<file path="config.mk">
export PLATFORM = sky130hd
export DESIGN_NAME = imem_loader
export DESIGN_NICKNAME = d
export VERILOG_FILES = /design/src/rtl/imem_loader.sv
export SDC_FILE = /design/constraint.sdc
export NUM_CORES = 1
export LEC_CHECK = 0
export CORE_MARGIN = 8
export CORE_UTILIZATION = 56
export CTS_BUF_LIST = sky130_fd_sc_hd__clkbuf_4 sky130_fd_sc_hd__clkbuf_8
export DETAILED_ROUTE_END_ITERATION = 8
export PLACE_DENSITY_LB_ADDON = 0.25
export SLEW_MARGIN = 5
export SYNTH_ARGS = -nofsm -noshare
export SYNTH_HDL_FRONTEND = slang
export SYNTH_SLANG_ARGS = --single-unit
</file>
<file path="constraint.sdc">
create_clock -name clk -period 3.6 [get_ports clk]
set_clock_uncertainty 0.05 [all_clocks]
set_input_delay 0.54 -clock clk [delete_from_list [all_inputs] [get_ports clk]]
set_output_delay 0.54 -clock clk [all_outputs]
set_load 0.05 [all_outputs]
</file>
<file path="src/rtl/imem_loader.sv">
// imem_loader: streams bytes into instruction memory as big-endian words, then checks a trailing XOR checksum.
// The CPU is held in clear while loading and afterwards unless the last load completed cleanly.
module imem_loader #(
    parameter int ADDR_W = 8
) (
    input  logic              clk,
    input  logic              clr,
    input  logic              start,
    input  logic [ADDR_W-1:0] len,
    input  logic              in_valid,
    input  logic [7:0]        in_data,
    output logic              in_ready,
    output logic [ADDR_W-1:0] mem_addr,
    output logic [31:0]       mem_data,
    output logic              mem_wren,
    output logic              cpu_clr,
    output logic              busy,
    output logic              done,
    output logic              err
);
    typedef enum logic [2:0] {IDLE, RECV, WRITE, CHECK, DONE} state_t;

    state_t            state;
    logic [ADDR_W-1:0] last;
    logic [ADDR_W-1:0] addr;
    logic [1:0]        idx;
    logic [23:0]       word;
    logic [7:0]        csum;
    logic              take;

    assign take = in_valid && in_ready;

    // last = len-1 wraps len=0 to the all-ones address, giving 2^ADDR_W words
    always_ff @(posedge clk or posedge clr) begin
        if (clr) begin
            state    <= IDLE;
            in_ready <= 1'b0;
            mem_addr <= '0;
            mem_data <= '0;
            mem_wren <= 1'b0;
            cpu_clr  <= 1'b1;
            busy     <= 1'b0;
            done     <= 1'b0;
            err      <= 1'b0;
            last     <= '0;
            addr     <= '0;
            idx      <= '0;
            word     <= '0;
            csum     <= '0;
        end else begin
            case (state)
                IDLE: if (start) begin
                    last     <= len - 1'b1;
                    addr     <= '0;
                    idx      <= '0;
                    csum     <= '0;
                    err      <= 1'b0;
                    busy     <= 1'b1;
                    cpu_clr  <= 1'b1;
                    in_ready <= 1'b1;
                    state    <= RECV;
                end
                RECV: if (take) begin
                    word <= {word[15:0], in_data};
                    csum <= csum ^ in_data;
                    idx  <= idx + 2'd1;
                    if (idx == 2'd3) begin
                        mem_addr <= addr;
                        mem_data <= {word, in_data};
                        mem_wren <= 1'b1;
                        in_ready <= 1'b0;
                        state    <= WRITE;
                    end
                end
                WRITE: begin
                    mem_wren <= 1'b0;
                    addr     <= addr + 1'b1;
                    in_ready <= 1'b1;
                    state    <= (addr == last) ? CHECK : RECV;
                end
                CHECK: if (take) begin
                    err      <= in_data != csum;
                    done     <= 1'b1;
                    in_ready <= 1'b0;
                    state    <= DONE;
                end
                DONE: begin
                    done    <= 1'b0;
                    busy    <= 1'b0;
                    cpu_clr <= err;
                    state   <= IDLE;
                end
                default: state <= IDLE;
            endcase
        end
    end
endmodule

</file>
# --- Word-level counts from Yosys, hierarchy flattened ---
# Cells that the tools add are included.
# W data, S select, Z words.
totals:
  reg_bits: 99
  in_bits: 20
  output_inout_bits: 46
  wordCells: 77
classes:
  n_addsub: 3
  n_eq_ne: 11
  mux: 28
  n_bitwise: 1
  n_reduce_logical: 20
ops:
  columns: ["cell", "n"]
  rows:
  - ["$pmux W8 S2", 2]
  - ["$mux W8", 2]
  - ["$mux W3", 4]
  - ["$pmux W3 S4", 1]
  - ["$reduce_and A3 Y1", 4]
  - ["$reduce_bool A2 Y1", 6]
  - ["$pmux W1 S2", 5]
  - ["$reduce_and A2 Y1", 5]
  - ["$mux W1", 9]
  - ["$add A8 B1 Y8 const B", 1]
  - ["$eq A8 B8 Y1", 1]
  - ["$ne A2 B2 Y1 const B", 4]
  - ["$ne A8 B8 Y1", 1]
  - ["$sub A8 B1 Y8 const B", 1]
  - ["$xor A8 B8 Y8", 1]
  - ["$eq A3 B2 Y1 const B", 2]
  - ["$mux W2", 3]
  - ["$reduce_and A5 Y1", 1]
  - ["$pmux W1 S4", 1]
  - ["$pmux W2 S2", 1]
  - ["$reduce_and A4 Y1", 1]
  - ["$reduce_bool A4 Y1", 1]
  - ["$eq A3 B1 Y1 const B", 1]
  - ["$eq A3 B3 Y1 const B", 1]
  - ["other kinds (4)", 4]

# --- Logic depth before layout (Yosys ltp) ---
# Gate-level depths: netlist of run 1.
logic_depth:
  word_depth: 4
  mapped_depth: 5
  mapped_depth_nobuf: 5

# --- Least setup slack after synthesis of run 1 ---
# OpenSTA, ideal clock, no wires.
synth_timing:
  kind: "register to register"
  start: "reg in_ready"
  end: "reg word[0]"
  setup_ns: 0.125
  t_arrival_ns: 1.983
  required_time_ns: 3.425
  path_slack_ns: 1.442
  stages_incl_launch_ff: 6
  path_buffers: 2
  synth_period_minus_slack_ns: 2.158
  cell_sequence: "dfrtp_1 buf_2 nand4b_1 nor2_2 buf_4 mux2_2"
synth_between:
  elab_chain_cells: 2
synth_lines:
  columns: ["element", "line_no", "text"]
  rows:
  - ["start: declaration", "12", "output logic in_ready,"]
  - ["start signal: assignment", "37", "in_ready <= 1'b0;"]
  - ["start signal: assignment", "60", "in_ready <= 1'b1;"]
  - ["start signal: assignment", "71", "in_ready <= 1'b0;"]
  - ["$logic_and A1 B1 Y1", "31", "assign take = in_valid && in_ready;"]
  - ["$reduce_and A2 Y1 (no line)", null, null]
  - ["end signal: assignment", "64", "word <= {word[15:0], in_data};"]
  - ["end: declaration", "27", "logic [23:0] word;"]
# No other way between the ends.
# A chain may end at the register's enable or synchronous reset.

# --- Final worst setup path of run 1 ---
layout_timing:
  start: "in in_valid"
  end: "reg word[23]"
layout_between:
  elab_chain_cells: 2
layout_lines:
  columns: ["element", "line_no", "text"]
  rows:
  - ["start: declaration", "10", "input logic in_valid,"]
  - ["$logic_and A1 B1 Y1", "31", null]
  - ["$reduce_and A2 Y1 (no line)", null, null]
# No other way between the ends.

==> key figures, run 1 <==
Status
  – Outcome: complete, no violations

Clock network
  – Htree depth: 3
  – Post-CTS Resized: 0
  – Clk_lat worst skew: 0.37 ns
  – Hold_buf cts: 0
  – TritonCTS Buffers: 9
  – CTS tree: built
  – Clock Sink Count: slightly below 100
  – Post-CTS Setup Bufs: 0
  – Clk slew on worst S/H paths: 0.11 ns
  – Clock root cell: clkbuf_8
  – Bufs on Longest Clock Path: 2

Place
  – Global placement routability congestion: 0.754
  – Final HPWL DP: 5980 µm
  – Port buffer count: 65

Timing
  – Pins Over Slew Limit: 0
  – Unrepaired setup endpoints after global routing: false
  – Final period utilization: about two thirds
  – Worst slew pin tran: 0.697 ns
  – Final setup fails: 0
  – Maximum achievable frequency: 411 MHz
  – Worst slew margin: 53.5%
  – Endpoints failing hold: 0
  – Fin Hold WS: 0.463 ns
  – Setup TNS: 0 ns
  – Final worst path period need: 2.44 ns

Setup path
  – Critical path's largest stage delay: 0.58 ns
  – CP top delay family: simple AND/OR/NAND/NOR gates
  – CP startpoint kind: primary input
  – Arrival time worst endpoint: between 2 and 3 ns
  – CP cell instances: clkdlybuf4s50_1, nand4b_1, nor2_2, buf_12, mux2_2
  – CP bufs+invs: 2
  – Critical path class: in -> reg
  – Worst EP required: 3.82 ns
  – Critical-path top delay cell: clkdlybuf4s50_1
  – CP max FO: 27
  – Worst Setup End Kind: register

Final layout
  – # nets final: 416
  – Filler cell count: approximately 580
  – Area occupied by multi-input gates: 1740 µm²
  – Register area: 2480 µm²
  – Antenna fix cells: 0
  – Layout cells sized above 1: approximately a quarter
  – Area Overhead vs Synth: 22.8%

Run
  – Max cap viols: 0

Floorplan
  – Die Area: around 11000 µm²
  – Io pins: 66
  – Die Height: 104 µm
  – Die X: 104 µm
  – Total core area: 7610 µm²
  – Starting Density: 56.8%
  – Rows: 32

Global routing
  – Global-route wire length before repair: 14700 µm
  – Pin count of the biggest net entering global routing: 100
  – Global route overflow: 0
  – M2 GR Usage: 27.1%
  – GRT Total Usage: between 10% and 20%
  – Vias in the first global route: roughly 2900
  – GR Util met1: 20.5%
  – Initial antenna violation count: 0
  – Busiest grt layer: met2
  – Met3 usage: 4.77%

Logic synthesis
  – Yosys warnings: 0
  – Post-synthesis cell type count: 44
  – Area of the mapped netlist: 4320 µm²
  – Mapped Cells: 328
  – Seq/Total Area, Yosys: 57.4%
  – Flops & latches, synth: 99
  – Mean area per synthesized cell: around 13 µm²
  – Mapped Nets: about 350

Route
  – Number of DRC markers in iteration 0: roughly 210
  – Post-route ant nets: 0
  – Drt first pass iters: 4
  – Vias: ~2800
  – DRC Markers: 0
  – Final WL: around 8700 µm
  – WL/cell: about 17 µm
  – Drt via density: 5.67

Power and ir drop
  – Worst vdd rail ir drop: 0.000439 V
  – Static leakage: roughly 2.3 nW
  – Pwr Density: 809 nW/µm²

Hold path
  – Worst min-delay path class: reg -> reg
path summary, 6_finish.rpt:
check                           startpoint     endpoint  slack (ns)  cells past startpoint
min in group asynchronous              clr  mem_addr[2]        0.56                      3
worst max-delay path              in_valid     word[23]        1.16                      5
max in group asynchronous              clr      cpu_clr        2.49                      3
worst max register to register    state[1]      last[7]        1.26                      3
worst min-delay path               last[7]      last[7]        0.46                      2
worst min register to register     last[7]      last[7]        0.46                      2
final cells by class:
class,instances,area share (%)
clock buffer,9,2.33
sequential,99,46.7
timing repair buffer,71,13.6
tap,102,2.40
clock inverter,7,1.72
multi-input combinational,206,32.8
inverter,6,0.471
tightest hold or removal path: cells and delay by family, from the launching register on:
family / cells / cell delay (ns)
flip-flops: 1 / 0.37
AND/OR/NAND/NOR: 2 / 0.12
cell usage in the layout, fill, tap and decap left out, types with 2 or more instances in the layout:
cell type,netlist,routed
a21oi_1,5,5
a221o_1,8,8
a31oi_1,3,3
a41oi_1,2,2
and4b_1,2,2
buf_12,0,2
buf_4,2,4
clkbuf_8,0,9
clkdlybuf4s50_1,0,65
clkinv_8,0,4
dfrtp_1,98,98
ha_1,3,3
inv_1,6,5
inv_6,0,3
mux2_2,67,67
mux2i_1,7,7
nand2_1,14,14
nand3_1,9,9
nand4_1,3,3
nor2_1,7,7
nor2b_1,9,9
nor3b_1,3,3
nor4_1,2,2
nor4b_1,8,8
o211ai_1,3,3
o21ai_0,10,10
o31ai_1,2,2
or3_1,2,2
or4_1,4,4
xnor2_1,10,10
xor2_1,8,8
synth_stat cells:
cell / instances / area (µm²)
a21boi_0: 1 / 7.51
a21oi_1: 5 / 25.0
a21oi_2: 1 / 8.76
a221o_1: 8 / 80.1
a22o_1: 1 / 8.76
a22oi_1: 1 / 7.51
a2bb2oi_1: 1 / 8.76
a31oi_1: 3 / 18.8
a41oi_1: 2 / 17.5
and2_1: 1 / 6.26
and3_1: 1 / 6.26
and4_1: 1 / 8.76
and4b_1: 2 / 20.0
buf_2: 6 / 30.0
buf_4: 2 / 15.0
clkbuf_1: 9 / 33.8
dfrtp_1: 98 / 2450
dfstp_2: 1 / 26.3
ha_1: 3 / 37.5
inv_1: 6 / 22.5
mux2_2: 67 / 754
mux2i_1: 7 / 70.1
nand2_1: 14 / 52.6
nand3_1: 9 / 45.0
nand4_1: 3 / 18.8
nand4b_1: 1 / 8.76
nor2_1: 7 / 26.3
nor2_2: 1 / 6.26
nor2b_1: 9 / 56.3
nor3b_1: 3 / 22.5
nor4_1: 2 / 12.5
nor4b_1: 8 / 70.1
nor4b_2: 1 / 15.0
o211ai_1: 3 / 22.5
o21a_1: 1 / 7.51
o21ai_0: 10 / 50.1
o22a_1: 1 / 8.76
o31ai_1: 2 / 15.0
or2_2: 1 / 6.26
or3_1: 2 / 12.5
or4_1: 4 / 30.0
or4b_1: 1 / 10.0
xnor2_1: 10 / 87.6
xor2_1: 8 / 70.1
metal layers:
metal  vias up  share of wire, %
li1       1326                 -
met1      1430                43
met2        70                51
met3        11               4.8
met4         0               1.4
met5         -                 0
cell families after synthesis:
group / count (synthesis) / synth area share (%)
adders and majority gates: 3 / 0.869
muxes: 74 / 19.1
buffers and inverters: 23 / 2.35
and+or+nand+nor: 71 / 10.0
AOI/OAI and AO/OA: 40 / 6.63
xor gates and xnor gates: 18 / 3.65
DFF: 99 / 57.4
per-stage QoR:
| stage | setup slack [ns] | util, % | power, mW | cells | instance area [µm²] |
|---|---|---|---|---|---|
| global placement | 0.868 | 66.9 | 3.54 | 484 | 5090 |
| global route | 1.03 | 69.8 | 4.53 | 500 | 5310 |
| detailed placement | 0.773 | 66.9 | 3.61 | 484 | 5090 |
| finish | 1.16 | 69.8 | 4.29 | 500 | 5310 |
| CTS | 1.19 | 69.8 | 4.34 | 500 | 5310 |
| floorplan | 0.421 | - | 3.03 | 328 | 4320 |
flip-flops by register name, indices dropped and copies added (netlist names):
signal	count
in_ready	1
mem_wren	1
csum	8
done	1
mem_addr	8
word	24
last	8
state	3
idx	2
busy	1
addr	8
mem_data	32
err	1
cpu_clr	1
power by group:
part | internal [mW] | switching (mW) | total [mW] | leakage [nW]
Clock | 0.282 | 0.443 | 0.725 | 0.106
Combinational | 0.748 | 0.952 | 1.70 | 0.962
Sequential | 1.53 | 0.342 | 1.87 | 1.27
Total | 2.56 | 1.74 | 4.29 | 2.34
(Power assumes the default switching activity.)
==> run 2: changes to the inputs <==
CORE_UTILIZATION = 50   (was 56)
clock period = 2.05 ns   (was 3.6 ns; I/O delays follow)
==> run 2 against run 1 <==
  * Critical endpoint is now err
  * Sequential power up 73%
  * Highest routed layer unchanged
  * Non-clock buffer count up 10
  * Utilization down 6.5 points
  * Total power up 76%
  * Clock power up 77%
  * Die area up 10%
==> key figures, run 2 (same netlist as run 1, synthesis figures left out) <==
Setup path
  – Critical path class: reg -> out
  – CP startpoint kind: register
  – CP cell instances: clkdlybuf4s50_1
  – CP max FO: 3
  – Critical-path top delay cell: clkdlybuf4s50_1
  – CP top delay family: buffers and inverters
  – Flop-to-flop setup slack: 0.30 ns
  – RR Startpoint: state[2]
  – Critical path's largest stage delay: 0.82 ns
  – CP bufs+invs: 1
  – Cells on worst reg2reg path: 5
  – Arrival time worst endpoint: ~1.6 ns
  – Worst EP required: 1.69 ns
  – Worst Setup End Kind: output port
  – R2r endpoint: addr[0]

Final layout
  – Most flops, register: mem_data
  – Most frequent cells in the layout: dfrtp_1 (97), mux2_2 (67), clkdlybuf4s50_1 (63)
  – Area Overhead vs Synth: 25.2%
  – Fin cells: 516
  – Max reg flops: 32
  – Top Registers: mem_data (32), word (24)
  – Antenna fix cells: 0
  – # nets final: 426
  – Layout cells sized above 1: 26.2%
  – Most common cell after layout, fill and taps aside: dfrtp_1

Floorplan
  – Io pins: 66
  – Starting Density: 50.5%
  – Die X: 109 µm
  – Die Area: approximately 12000 µm²
  – Rows: 34
  – Die Height: 109 µm
  – Total core area: 8550 µm²

Clock network
  – Bufs on Longest Clock Path: 2
  – Htree depth: 3
  – TritonCTS Buffers: 9
  – Clock root cell: clkbuf_8
  – Clock Sink Count: 99
  – Hold_buf cts: 0
  – CTS tree: built
  – Clk slew on worst S/H paths: 0.10 ns
  – Clk_lat worst skew: between 0.3 and 0.4 ns

Global routing
  – Initial antenna violation count: 0
  – Pin count of the biggest net entering global routing: 100
  – Global route overflow: 0
  – Vias in the first global route: roughly 3000
  – Global-route wire length before repair: 14500 µm
  – GRT Total Usage: 15.6%

Place
  – Global placement routability congestion: between 0.7 and 0.8
  – Port buffer count: 65
  – Final HPWL DP: roughly 6000 µm
  – Placed Cells: 500

Route
  – Number of DRC markers in iteration 0: approximately 110
  – Final WL: 8840 µm
  – Vias: 2822
  – WL/cell: 17.1 µm
  – Drt via density: 5.47
  – Drt first pass iters: 6
  – DRC Markers: 0
  – Post-route ant nets: 0

Power and ir drop
  – Static leakage: ~2.4 nW
  – Total power: 7.57 mW
  – Worst vdd rail ir drop: 0.000684 V
  – Pwr Density: about 1400 nW/µm²

Timing
  – Pins Over Slew Limit: 0
  – Final worst path period need: 1.95 ns
  – Setup TNS: 0 ns
  – Final period utilization: 95.3%
  – Worst slew pin tran: 0.542 ns
  – Endpoints failing hold: 0
  – Final setup fails: 0
  – Worst slew margin: 63.7%
  – Maximum achievable frequency: 512 MHz
  – Unrepaired setup endpoints after global routing: false
  – Fin Hold WS: 0.361 ns

Run
  – Max cap viols: 0

Status
  – Outcome: complete, no violations

Hold path
  – Worst min-delay path class: in -> async
==> run 2: cell count changes in the layout (fill, tap and decap cells not counted) <==
cell             delta
buf_4              +10
clkdlybuf4s50_1     -2
buf_12              +1
clkinvlp_4          +1
dfrtp_1             -1
dfrtp_2             +1
dlymetal6s2s_1      +1
inv_4               -1
inv_6               -1
inv_8               +1
==> run 2: per-stage QoR <==
step / utilization [%] / setup WS [ns] / cell area [µm²]
after floorplan: - / 0.0325 / 4330
after global placement: 60.7 / 0.0447 / 5190
after detailed placement: 60.7 / 0.0289 / 5190
after CTS: 63.2 / 0.0191 / 5410
after global routing: 63.2 / 0.0523 / 5410
final: 63.2 / 0.0954 / 5410
==> run 2: report_power, final <==
part	total, mW	switching, mW	internal, mW
combinational	3.06	1.72	1.34
sequential	3.23	0.546	2.68
clock	1.28	0.779	0.499
==> run 2: how the worst max path moves through the flow <==
stage                      startpoint  slack, ns  cells past startpoint           to
after floorplan              in_ready       0.03                      5      word[0]
after global placement         len[2]       0.04                      4      last[7]
after detailed placement       len[2]       0.03                      4      last[7]
after CTS                    in_ready       0.02                      1     in_ready
after global routing      mem_addr[2]       0.05                      1  mem_addr[2]
final                             err        0.1                      1          err
==> run 2: timing repair <==
item	in CTS	in global routing
setup buffers	0	0
endpoints found under the setup margin	0	1
resized for setup	0	1
hold endpoints to repair	0	0
==> run 2: final cells by class <==
type	count	area [µm²]
fill	683	3140
timing repair buffer	81	808
multi-input combinational	206	1740
sequential	99	2480
clock inverter	7	93.8
inverter	6	26.3
tap	108	135
clock buffer	9	124
==> run 2: layer usage <==
metal | global-route usage (%) | share of wire, % | up-vias
li1 | - | - | 1342
met1 | 18.9 | 43 | 1427
met2 | 25.8 | 50 | 44
met3 | 4.85 | 5.5 | 9
met4 | 5.28 | 1.3 | 0
met5 | 0 | 0 | -
==> run 3: changes to the inputs <==
CELL_PAD_IN_SITES_DETAIL_PLACEMENT = 0   (was not set)
CELL_PAD_IN_SITES_GLOBAL_PLACEMENT = 1   (was not set)
CORE_UTILIZATION = 41   (was 50)
GPL_ROUTABILITY_DRIVEN = 0   (was not set)
==> run 3 against run 2 <==
  * Worst hold slack got worse by 0.14 ns
  * Highest routed layer unchanged
  * Critical path type unchanged
  * Fmax up 0.39%
  * Largest cell class unchanged
  * Sequential power about the same
==> key figures, run 3 (same netlist as run 1, synthesis figures left out) <==
Floorplan
  – Die Height: 119 µm
  – Starting Density: between 40 and 50%
  – Die X: ~120 µm
  – Total core area: 10300 µm²
  – Io pins: 66
  – Die Area: 14100 µm²
  – Rows: 37

Timing
  – Final worst path period need: 1.95 ns
  – Worst slew pin tran: 0.520 ns
  – Unrepaired setup endpoints after global routing: false
  – Final period utilization: about 95%
  – Pins Over Slew Limit: 0
  – Endpoints failing hold: 0
  – Setup TNS: 0 ns
  – Worst slew margin: 65.2%
  – Maximum achievable frequency: 514 MHz
  – Final setup fails: 0

Power and ir drop
  – Total power: 7.58 mW
  – Pwr Density: 1370 nW/µm²
  – Worst vdd rail ir drop: 0.000577 V
  – Static leakage: about 2.4 nW

Setup path
  – CP bufs+invs: 1
  – CP cell instances: clkdlybuf4s50_1
  – Arrival time worst endpoint: roughly 1.6 ns
  – Critical-path top delay cell: clkdlybuf4s50_1
  – Worst Setup End Kind: output port
  – CP max FO: 3
  – Critical path class: reg -> out
  – CP startpoint kind: register
  – CP top delay family: buffers and inverters
  – Critical path's largest stage delay: 0.82 ns
  – Worst EP required: ~1.7 ns

Clock network
  – TritonCTS Buffers: 9
  – Clock root cell: clkbuf_8
  – CTS tree: built
  – Htree depth: 3
  – Bufs on Longest Clock Path: 2
  – Clk slew on worst S/H paths: 0.11 ns
  – Clk_lat worst skew: 0.37 ns
  – Clock Sink Count: 99
  – Hold_buf cts: 0

Route
  – Drt via density: 5.19
  – Vias: around 2900
  – Final WL: 9160 µm
  – Number of DRC markers in iteration 0: 120
  – Drt first pass iters: 4
  – DRC Markers: 0
  – Post-route ant nets: 0
  – WL/cell: 16.6 µm

Global routing
  – GRT Total Usage: 13.6%
  – Initial antenna violation count: 0
  – Global route overflow: 0
  – Global-route wire length before repair: 15800 µm
  – Vias in the first global route: 3128
  – Pin count of the biggest net entering global routing: 38

Final layout
  – Most common cell after layout, fill and taps aside: dfrtp_1
  – Most frequent cells in the layout: dfrtp_1 (97), mux2_2 (67), clkdlybuf4s50_1 (63)
  – Top Registers: mem_data (32), word (24)
  – Max reg flops: 32
  – Area Overhead vs Synth: 27.8%
  – Filler cell count: 941
  – Post-route cell area: 5520 µm²
  – Antenna fix cells: 0
  – Most flops, register: mem_data
  – Layout cells sized above 1: between 20 and 30%
  – # nets final: 434

Place
  – Dpl cell area: 5310 µm²
  – Final HPWL DP: 6540 µm
  – Port buffer count: 65

Hold path
  – Worst min-delay path class: in -> async

Run
  – Max cap viols: 0

Status
  – Outcome: complete, no violations
## run 3: layout make-up
| type | count | area [µm²] | share of cell area (%) |
|---|---|---|---|
| Multi-Input combinational cell | 206 | 1740 | 31.5 |
| Clock buffer | 9 | 124 | 2.24 |
| Clock inverter | 7 | 86.3 | 1.56 |
| Inverter | 6 | 26.3 | 0.476 |
| Sequential cell | 99 | 2480 | 44.9 |
| Timing Repair Buffer | 89 | 893 | 16.2 |
| Tap cell | 136 | 170 | 3.08 |
## run 3: final timing paths
check / slack [ns] / cells after the start / from / endpoint
worst max-delay path: 0.10 / 1 / err / err
min in group clk: 0.46 / 1 / mem_addr[0] / mem_addr[0]
worst min-delay path: 0.22 / 2 / clr / mem_data[0]
worst max register to register: 0.25 / 5 / state[2] / addr[2]
max in group asynchronous: 1.18 / 3 / clr / word[17]
worst min register to register: 0.46 / 1 / mem_addr[0] / mem_addr[0]
## run 3: power by group
part,total [mW],switching [mW],internal [mW]
clock network,1.27,0.776,0.494
registers,3.24,0.554,2.68
logic,3.07,1.71,1.36
## run 3: through the flow
| stage | hold WS [ns] | utilization [%] | setup slack, ns | instances |
|---|---|---|---|---|
| after global placement | 0.436 | 51.6 | 0.0188 | 536 |
| after CTS | 0.208 | 53.7 | 0.0162 | 552 |
| final | 0.219 | 53.7 | 0.103 | 552 |
| after floorplan | 0.369 | - | 0.0325 | 328 |
| after detailed placement | 0.442 | 51.6 | 0.0279 | 536 |
| after global routing | 0.215 | 53.7 | 0.0496 | 552 |
## run 3: per-layer routing
layer  up-vias  part of all wire, %  wire length, µm  track usage, %
met5         -                    0                0               0
met3        13                  4.5              413            3.71
met4         0                  1.5              137            4.98
met2        61                   49             4440            22.5
li1       1365                    -                -               -
met1      1428                   45             4160            16.8
## run 3: timing repair
item                                    in CTS  in global routing
resized for setup                            0                  1
endpoints found under the setup margin       0                  1
buffers inserted                             0                  0
